[config.mk]
export PLATFORM = sky130hd
export DESIGN_NAME = alu_seq
export DESIGN_NICKNAME = d
export VERILOG_FILES = /design/src/rtl/alu_ops.sv /design/src/rtl/alu_mul_iter.sv /design/src/rtl/alu_seq.sv
export SDC_FILE = /design/constraint.sdc
export NUM_CORES = 1
export LEC_CHECK = 0
export ABC_AREA = 0
export CORE_MARGIN = 2
export CORE_UTILIZATION = 38
export DETAILED_ROUTE_END_ITERATION = 10
export PLACE_DENSITY = 0.63
export SYNTH_ARGS = -nofsm -noshare
export SYNTH_HDL_FRONTEND = slang
export SYNTH_SLANG_ARGS = --single-unit
[constraint.sdc]
create_clock -name clk -period 1 [get_ports clk]
set_input_delay 0.15 -clock clk [delete_from_list [all_inputs] [get_ports clk]]
set_output_delay 0.15 -clock clk [all_outputs]
set_load 0.01 [all_outputs]
[src/rtl/alu_ops.sv]
// Shared op-code constants, sequencer state encoding and per-op flag-write
// enables for the registered ALU (alu_seq).
package alu_ops;

   localparam logic [4:0] alu_op_add    = 5'h00;
   localparam logic [4:0] alu_op_and    = 5'h01;
   localparam logic [4:0] alu_op_zero   = 5'h02;
   localparam logic [4:0] alu_op_com    = 5'h03;
   localparam logic [4:0] alu_op_dec    = 5'h04;
   localparam logic [4:0] alu_op_inc    = 5'h05;
   localparam logic [4:0] alu_op_or     = 5'h06;
   localparam logic [4:0] alu_op_passlf = 5'h07;
   localparam logic [4:0] alu_op_passw  = 5'h08;
   localparam logic [4:0] alu_op_rlf    = 5'h09;
   localparam logic [4:0] alu_op_rrf    = 5'h0A;
   localparam logic [4:0] alu_op_sub    = 5'h0B;
   localparam logic [4:0] alu_op_swapf  = 5'h0C;
   localparam logic [4:0] alu_op_xor    = 5'h0D;
   localparam logic [4:0] alu_op_bs     = 5'h0E;
   localparam logic [4:0] alu_op_bc     = 5'h0F;
   localparam logic [4:0] alu_op_mul    = 5'h10;

   typedef enum logic [1:0] {
      st_idle = 2'd0,
      st_mul  = 2'd1,
      st_done = 2'd2
   } alu_state_t;

   typedef struct packed {
      logic z;
      logic dc;
      logic c;
   } flag_en_t;

   // Which status flags an op is allowed to write; mul and unknown codes write none.
   function automatic flag_en_t op_flag_en(input logic [4:0] op);
      flag_en_t en;
      en = '0;
      case (op)
         alu_op_add, alu_op_sub: begin
            en.z  = 1'b1;
            en.dc = 1'b1;
            en.c  = 1'b1;
         end
         alu_op_and, alu_op_zero, alu_op_com, alu_op_dec,
         alu_op_inc, alu_op_or, alu_op_passlf, alu_op_xor: en.z = 1'b1;
         alu_op_rlf, alu_op_rrf: en.c = 1'b1;
         default: en = '0;
      endcase
      return en;
   endfunction

endpackage

[src/rtl/alu_mul_iter.sv]
// Iterative unsigned shift-add multiplier: load latches the operands, each step
// retires one multiplier bit, last flags the final step of WIDTH.
module alu_mul_iter #(
   parameter int WIDTH = 8
) (
   input  logic             clk,
   input  logic             rst_n,
   input  logic             load,
   input  logic             step,
   input  logic [WIDTH-1:0] a,
   input  logic [WIDTH-1:0] b,
   output logic             last,
   output logic [WIDTH-1:0] prod_lo,
   output logic [WIDTH-1:0] prod_hi
);

   localparam int CW = $clog2(WIDTH);

   logic [WIDTH-1:0]   mcand_q;
   logic [2*WIDTH-1:0] acc_q;
   logic [2*WIDTH-1:0] acc_nx;
   logic [CW-1:0]      cnt_q;
   logic [WIDTH:0]     part;

   // Upper half accumulates, lower half holds the not-yet-consumed multiplier bits.
   assign part    = {1'b0, acc_q[2*WIDTH-1:WIDTH]} + (acc_q[0] ? {1'b0, mcand_q} : '0);
   assign acc_nx  = {part, acc_q[WIDTH-1:1]};
   assign last    = (cnt_q == '0);
   assign prod_lo = acc_nx[WIDTH-1:0];
   assign prod_hi = acc_nx[2*WIDTH-1:WIDTH];

   always_ff @(posedge clk or negedge rst_n) begin
      if (!rst_n) begin
         mcand_q <= '0;
         acc_q   <= '0;
         cnt_q   <= '0;
      end else if (load) begin
         mcand_q <= a;
         acc_q   <= {{WIDTH{1'b0}}, b};
         cnt_q   <= CW'(WIDTH - 1);
      end else if (step) begin
         acc_q <= acc_nx;
         if (!last) begin
            cnt_q <= cnt_q - 1'b1;
         end
      end
   end

endmodule

[src/rtl/alu_seq.sv]
// Registered ALU with start/done handshake; single-cycle ops complete in one
// cycle, mul (only when ALU_MUL_EN is defined) iterates for WIDTH cycles.
//
// state   | meaning
// --------+-------------------------------------
// st_idle | no result pending
// st_mul  | multiply iterating, start dropped
// st_done | result presented for one cycle
module alu_seq
   import alu_ops::*;
#(
   parameter int WIDTH = 8
) (
   input  logic                     clk,
   input  logic                     rst_n,
   input  logic                     start,
   input  logic [4:0]               op,
   input  logic [WIDTH-1:0]         op_w,
   input  logic [WIDTH-1:0]         op_lf,
   input  logic                     alu_c_in,
   input  logic [$clog2(WIDTH)-1:0] alu_b_in,
   input  logic                     alu_status_wr_en,
   output logic                     busy,
   output logic                     done,
   output logic [WIDTH-1:0]         alu_out,
   output logic [WIDTH-1:0]         alu_out_hi,
   output logic                     alu_out_z,
   output logic                     alu_out_dc,
   output logic                     alu_out_c,
   output logic                     alu_out_z_wr_en,
   output logic                     alu_out_dc_wr_en,
   output logic                     alu_out_c_wr_en,
   output logic                     alu_bit_test_res
);

   localparam logic [WIDTH-1:0] one_w = WIDTH'(1);

   alu_state_t       state_q, state_nx;
   logic             accept, is_mul, mul_step, mul_last, mul_fin;
   logic [WIDTH-1:0] mul_lo;
   logic [WIDTH-1:0] res;
   logic             c_nx, dc_nx, bt_nx;
   logic [WIDTH:0]   sum, diff;
   logic [4:0]       nib_sum, nib_diff;
   logic [WIDTH-1:0] bit_mask;
   flag_en_t         fen;

   // Subtraction is f + ~W + 1 so that carry-out is the no-borrow flag directly.
   assign sum      = {1'b0, op_w} + {1'b0, op_lf};
   assign diff     = {1'b0, op_lf} + {1'b0, ~op_w} + {{WIDTH{1'b0}}, 1'b1};
   assign nib_sum  = {1'b0, op_w[3:0]} + {1'b0, op_lf[3:0]};
   assign nib_diff = {1'b0, op_lf[3:0]} + {1'b0, ~op_w[3:0]} + 5'd1;
   assign bit_mask = one_w << alu_b_in;
   assign fen      = op_flag_en(op);
   assign accept   = start && (state_q != st_mul);
   assign mul_fin  = mul_step && mul_last;

   always_comb begin
      res   = '0;
      c_nx  = 1'b0;
      dc_nx = 1'b0;
      bt_nx = 1'b0;
      case (op)
         alu_op_add: begin
            res   = sum[WIDTH-1:0];
            c_nx  = sum[WIDTH];
            dc_nx = nib_sum[4];
         end
         alu_op_and:    res = op_w & op_lf;
         alu_op_zero:   res = '0;
         alu_op_com:    res = ~op_lf;
         alu_op_dec:    res = op_lf - one_w;
         alu_op_inc:    res = op_lf + one_w;
         alu_op_or:     res = op_w | op_lf;
         alu_op_passlf: res = op_lf;
         alu_op_passw:  res = op_w;
         alu_op_rlf: begin
            res  = {op_lf[WIDTH-2:0], alu_c_in};
            c_nx = op_lf[WIDTH-1];
         end
         alu_op_rrf: begin
            res  = {alu_c_in, op_lf[WIDTH-1:1]};
            c_nx = op_lf[0];
         end
         alu_op_sub: begin
            res   = diff[WIDTH-1:0];
            c_nx  = diff[WIDTH];
            dc_nx = nib_diff[4];
         end
         alu_op_swapf:  res = {op_lf[WIDTH/2-1:0], op_lf[WIDTH-1:WIDTH/2]};
         alu_op_xor:    res = op_w ^ op_lf;
         alu_op_bs: begin
            res   = op_lf | bit_mask;
            bt_nx = op_lf[alu_b_in];
         end
         alu_op_bc: begin
            res   = op_lf & ~bit_mask;
            bt_nx = op_lf[alu_b_in];
         end
         default:       res = '0;
      endcase
   end

   always_comb begin
      state_nx = state_q;
      mul_step = 1'b0;
      case (state_q)
         st_idle, st_done: begin
            if (start) begin
               state_nx = is_mul ? st_mul : st_done;
            end else begin
               state_nx = st_idle;
            end
         end
         st_mul: begin
            mul_step = 1'b1;
            if (mul_last) begin
               state_nx = st_done;
            end
         end
         default: state_nx = st_idle;
      endcase
   end

   always_ff @(posedge clk or negedge rst_n) begin
      if (!rst_n) begin
         state_q <= st_idle;
      end else begin
         state_q <= state_nx;
      end
   end

   // Flag values only change when the completing op owns that flag.
   always_ff @(posedge clk or negedge rst_n) begin
      if (!rst_n) begin
         done             <= 1'b0;
         alu_out          <= '0;
         alu_out_z        <= 1'b0;
         alu_out_dc       <= 1'b0;
         alu_out_c        <= 1'b0;
         alu_out_z_wr_en  <= 1'b0;
         alu_out_dc_wr_en <= 1'b0;
         alu_out_c_wr_en  <= 1'b0;
         alu_bit_test_res <= 1'b0;
      end else begin
         done             <= 1'b0;
         alu_out_z_wr_en  <= 1'b0;
         alu_out_dc_wr_en <= 1'b0;
         alu_out_c_wr_en  <= 1'b0;
         if (accept && !is_mul) begin
            done             <= 1'b1;
            alu_out          <= res;
            alu_bit_test_res <= bt_nx;
            alu_out_z_wr_en  <= fen.z & alu_status_wr_en;
            alu_out_dc_wr_en <= fen.dc & alu_status_wr_en;
            alu_out_c_wr_en  <= fen.c & alu_status_wr_en;
            if (fen.z) begin
               alu_out_z <= (res == '0);
            end
            if (fen.dc) begin
               alu_out_dc <= dc_nx;
            end
            if (fen.c) begin
               alu_out_c <= c_nx;
            end
         end else if (mul_fin) begin
            done             <= 1'b1;
            alu_out          <= mul_lo;
            alu_bit_test_res <= 1'b0;
         end
      end
   end

`ifdef ALU_MUL_EN
   logic [WIDTH-1:0] mul_hi;
   logic [WIDTH-1:0] hi_q;

   assign is_mul = (op == alu_op_mul);

   alu_mul_iter #(
      .WIDTH(WIDTH)
   ) u_mul (
      .clk     (clk),
      .rst_n   (rst_n),
      .load    (accept && is_mul),
      .step    (mul_step),
      .a       (op_w),
      .b       (op_lf),
      .last    (mul_last),
      .prod_lo (mul_lo),
      .prod_hi (mul_hi)
   );

   always_ff @(posedge clk or negedge rst_n) begin
      if (!rst_n) begin
         hi_q <= '0;
      end else if (accept && !is_mul) begin
         hi_q <= '0;
      end else if (mul_fin) begin
         hi_q <= mul_hi;
      end
   end

   assign alu_out_hi = hi_q;
   assign busy       = (state_q == st_mul);
`else
   assign is_mul     = 1'b0;
   assign mul_last   = 1'b0;
   assign mul_lo     = '0;
   assign alu_out_hi = '0;
   assign busy       = 1'b0;
`endif

endmodule

==> flow_summary.toml <==
[clocking]
ctsRootBufferMaster = "clkbuf_8"
insertion_delay_ns = 0.25
h-tree-depth = 1
numCtsBuffers = 3
postCtsHoldBufs = 0
cts_tree = "built"
cts_sinks = 16
clk_path_buf_depth = 2
path_clk_slew_ns = 0.06

[sta]
worstMarginPinSlew_ns = 0.801
fin_ws_ns = -1.37
hold_ws_ns = 0.215
fin_setup_tns_ns = -11.93
slew_viol_final = 0
relSlewSlack = 0.458
finClkSkew_ns = 0
fin_crit_ns = 2.37
finalHoldViolCount = 0
clock.fmax_mhz = 422
fin_crit_sh = 2.37
rsz0062_at_grt = "true"
finalSetupViolCount = 13

[setup_path]
ff2ff_setup_slack_ns = 0.11
crit_required_ns = 1.16
r2r_start = "alu_out[6]"
critical_path_class = "in2reg"
path_max_fanout = 8
reg2reg_to = "alu_out[6]"
cp.arrival_ns = 2.53
cp-end-kind = "flop"
cp-start-kind = "input port"
worstRegToRegCells = 2
crit_path_start = "op[4]"

[worst_hold_path]
min_path_type = "in2async"

[detailed_routing]
vias_per_cell = 6.00
firstDrtPassIters = 5
drc = 0
vias = 3721
antenna_left = 0
drt_iter0_drc = 349
avgRoutedWirePerCell_um = 20.1
wirelength_um = 12500

[floorplan]
die_area_um2 = 8090
start_util = 0.389
chipWidth_um = 89.9
coreArea_um2 = 7210
io_pins = 54
fp-row-count = 31
die_h_um = 89.9

[logic_synthesis]
synth_edf_count = 0
syn_inst = 354
async_flop_share = 1.00
ys_warn_count = 0
synth_cell_types = 63
avgSynthCellArea_um2 = 7.92
yosys-top-cells-count = "a21oi_1 (24), ha_1 (24), nand3_1 (21), inv_1 (18)"
syn_area_um2 = 2810
synth_area_leaders = "dfrtp_1 (14%), ha_1 (11%), a21oi_1 (4.3%)"
seq_area_frac_synth = 0.143
synth_top_area_frac = 0.143
synth-main-ff-cell = "dfrtp_1"
yosysTopAreaCell = "dfrtp_1"
ys_ff_latch = 16

[place]
hpwlAfterDp_um = 8820
gp_congestion = 0.966
portBuffers = 44

[finish]
antennaDiodeCount = 0
drive_gt1_frac = 0.536
nets = 578
post-route-util = 0.692
areaGrowthSynthToFinish_pct = 78.1

[grt]
antenna_found_initial = 0
first_global_vias = 3562
grt_pass1_wl_um = 19000
grt-ovfl-total = 0
grtUsageTotal = 0.295
grt_max_degree = 19

[power]
p_per_area_nw_per_um2 = 738
leakage_uw = 0.00222
finalPower_uw = 3690
vdd_drop_max_mv = 0.433

[flow_run]
maxCapViolCount = 0

[outcome]
status = "finished, violations left"
failed_checks = "negative setup slack"
[what timing repair did]
| item | CTS | global route |
|---|---|---|
| pin swaps | 46 | 32 |
| endpoints found under the setup margin | 31 | 23 |
| endpoints found under the hold margin | 0 | 0 |
| gates cloned | 2 | 0 |
| resized for setup | 214 | 45 |
| buffers inserted | 19 | 8 |
[power by group]
part | total (uW) | switching [uW] | internal (uW) | leakage (uW)
Clock | 578 | 228 | 350 | 0.0000288
Combinational | 2340 | 1120 | 1220 | 0.00199
Sequential | 768 | 38.6 | 729 | 0.000206
Total | 3690 | 1390 | 2300 | 0.00222
[placed cells by master (no fill, tap or decap), drive strengths merged, types with 7 or more instances in the layout]
master | netlist | routed
nand3 | 21 | 21
o21ai | 10 | 10
dfrtp | 16 | 16
ha | 24 | 24
clkdlybuf4s50 | 0 | 7
xnor2 | 12 | 12
a21oi | 24 | 24
o2111ai | 8 | 8
buf | 20 | 167
a31oi | 10 | 10
conb | 1 | 9
nand2 | 13 | 13
inv | 19 | 19
a22oi | 7 | 7
nor2b | 7 | 7
nor2 | 16 | 16
mux2 | 7 | 7
nor3 | 16 | 16
clkbuf | 12 | 10
[sequential cells by signal (all words and copies together), names as in the netlist]
register and flops:
alu_bit_test_res 1, alu_out_z_wr_en 1, alu_out_dc_wr_en 1, done 1, alu_out_dc 1, alu_out 8
alu_out_c_wr_en 1, alu_out_c 1, alu_out_z 1
[cell type report]
type / count / area, um^2
sequential: 16 / 400
clock buffer: 4 / 55.1
timing repair buffer: 187 / 1570
tap: 99 / 124
multi-input combinational: 295 / 2780
inverter: 19 / 71.3
fill: 598 / 2220
[kinds of logic after synthesis]
family | Yosys count | share of synthesized area
AND/OR/NAND/NOR | 123 | 0.249
AO/OA/AOI/OAI | 105 | 0.270
buffers and inverters | 51 | 0.0937
adder cells (fa/ha/maj) | 27 | 0.128
XOR/XNOR | 18 | 0.0562
flip-flops | 16 | 0.143
multiplexers | 13 | 0.0584
other | 1 | 0.00134
[worst max-delay path by stage]
stage                     slack (ns)  cells past startpoint   endpoint
after CTS                      -1.48                     12  alu_out_z
after detailed placement       -2.16                     11  alu_out_z
after global routing           -1.52                     12  alu_out_z
after floorplan                -1.57                     10  alu_out_z
after global placement         -2.16                     11  alu_out_z
final                          -1.37                     12  alu_out_z
[metrics by stage]
step | std cells | cell area, um^2 | worst slack (ns)
after floorplan | 362 | 3120 | -1.57
after CTS | 613 | 4870 | -1.48
after global placement | 592 | 4290 | -2.16
final | 620 | 4990 | -1.37
after detailed placement | 592 | 4290 | -2.16
after global routing | 620 | 4990 | -1.52
[per-layer routing]
metal | up-vias | routed length [um] | GRT usage
met3 | 45 | 929 | 0.0411
met5 | - | 0 | 0
met4 | 0 | 546 | 0.122
li1 | 1666 | - | -
met1 | 1796 | 4880 | 0.369
met2 | 214 | 6100 | 0.511
[worst max-delay path: stages]
cell and delay, ns:
buf_8 0.10, nor3b_4 0.24, nand2_4 0.10, buf_12 0.16, ha_4 0.30, nand3_4 0.09
and3_4 0.15, o21a_1 0.21, a2111oi_4 0.19, nand4b_1 0.18, or4_4 0.45, o41ai_2 0.20
No activity file was read; power rests on OpenSTA's default activity.
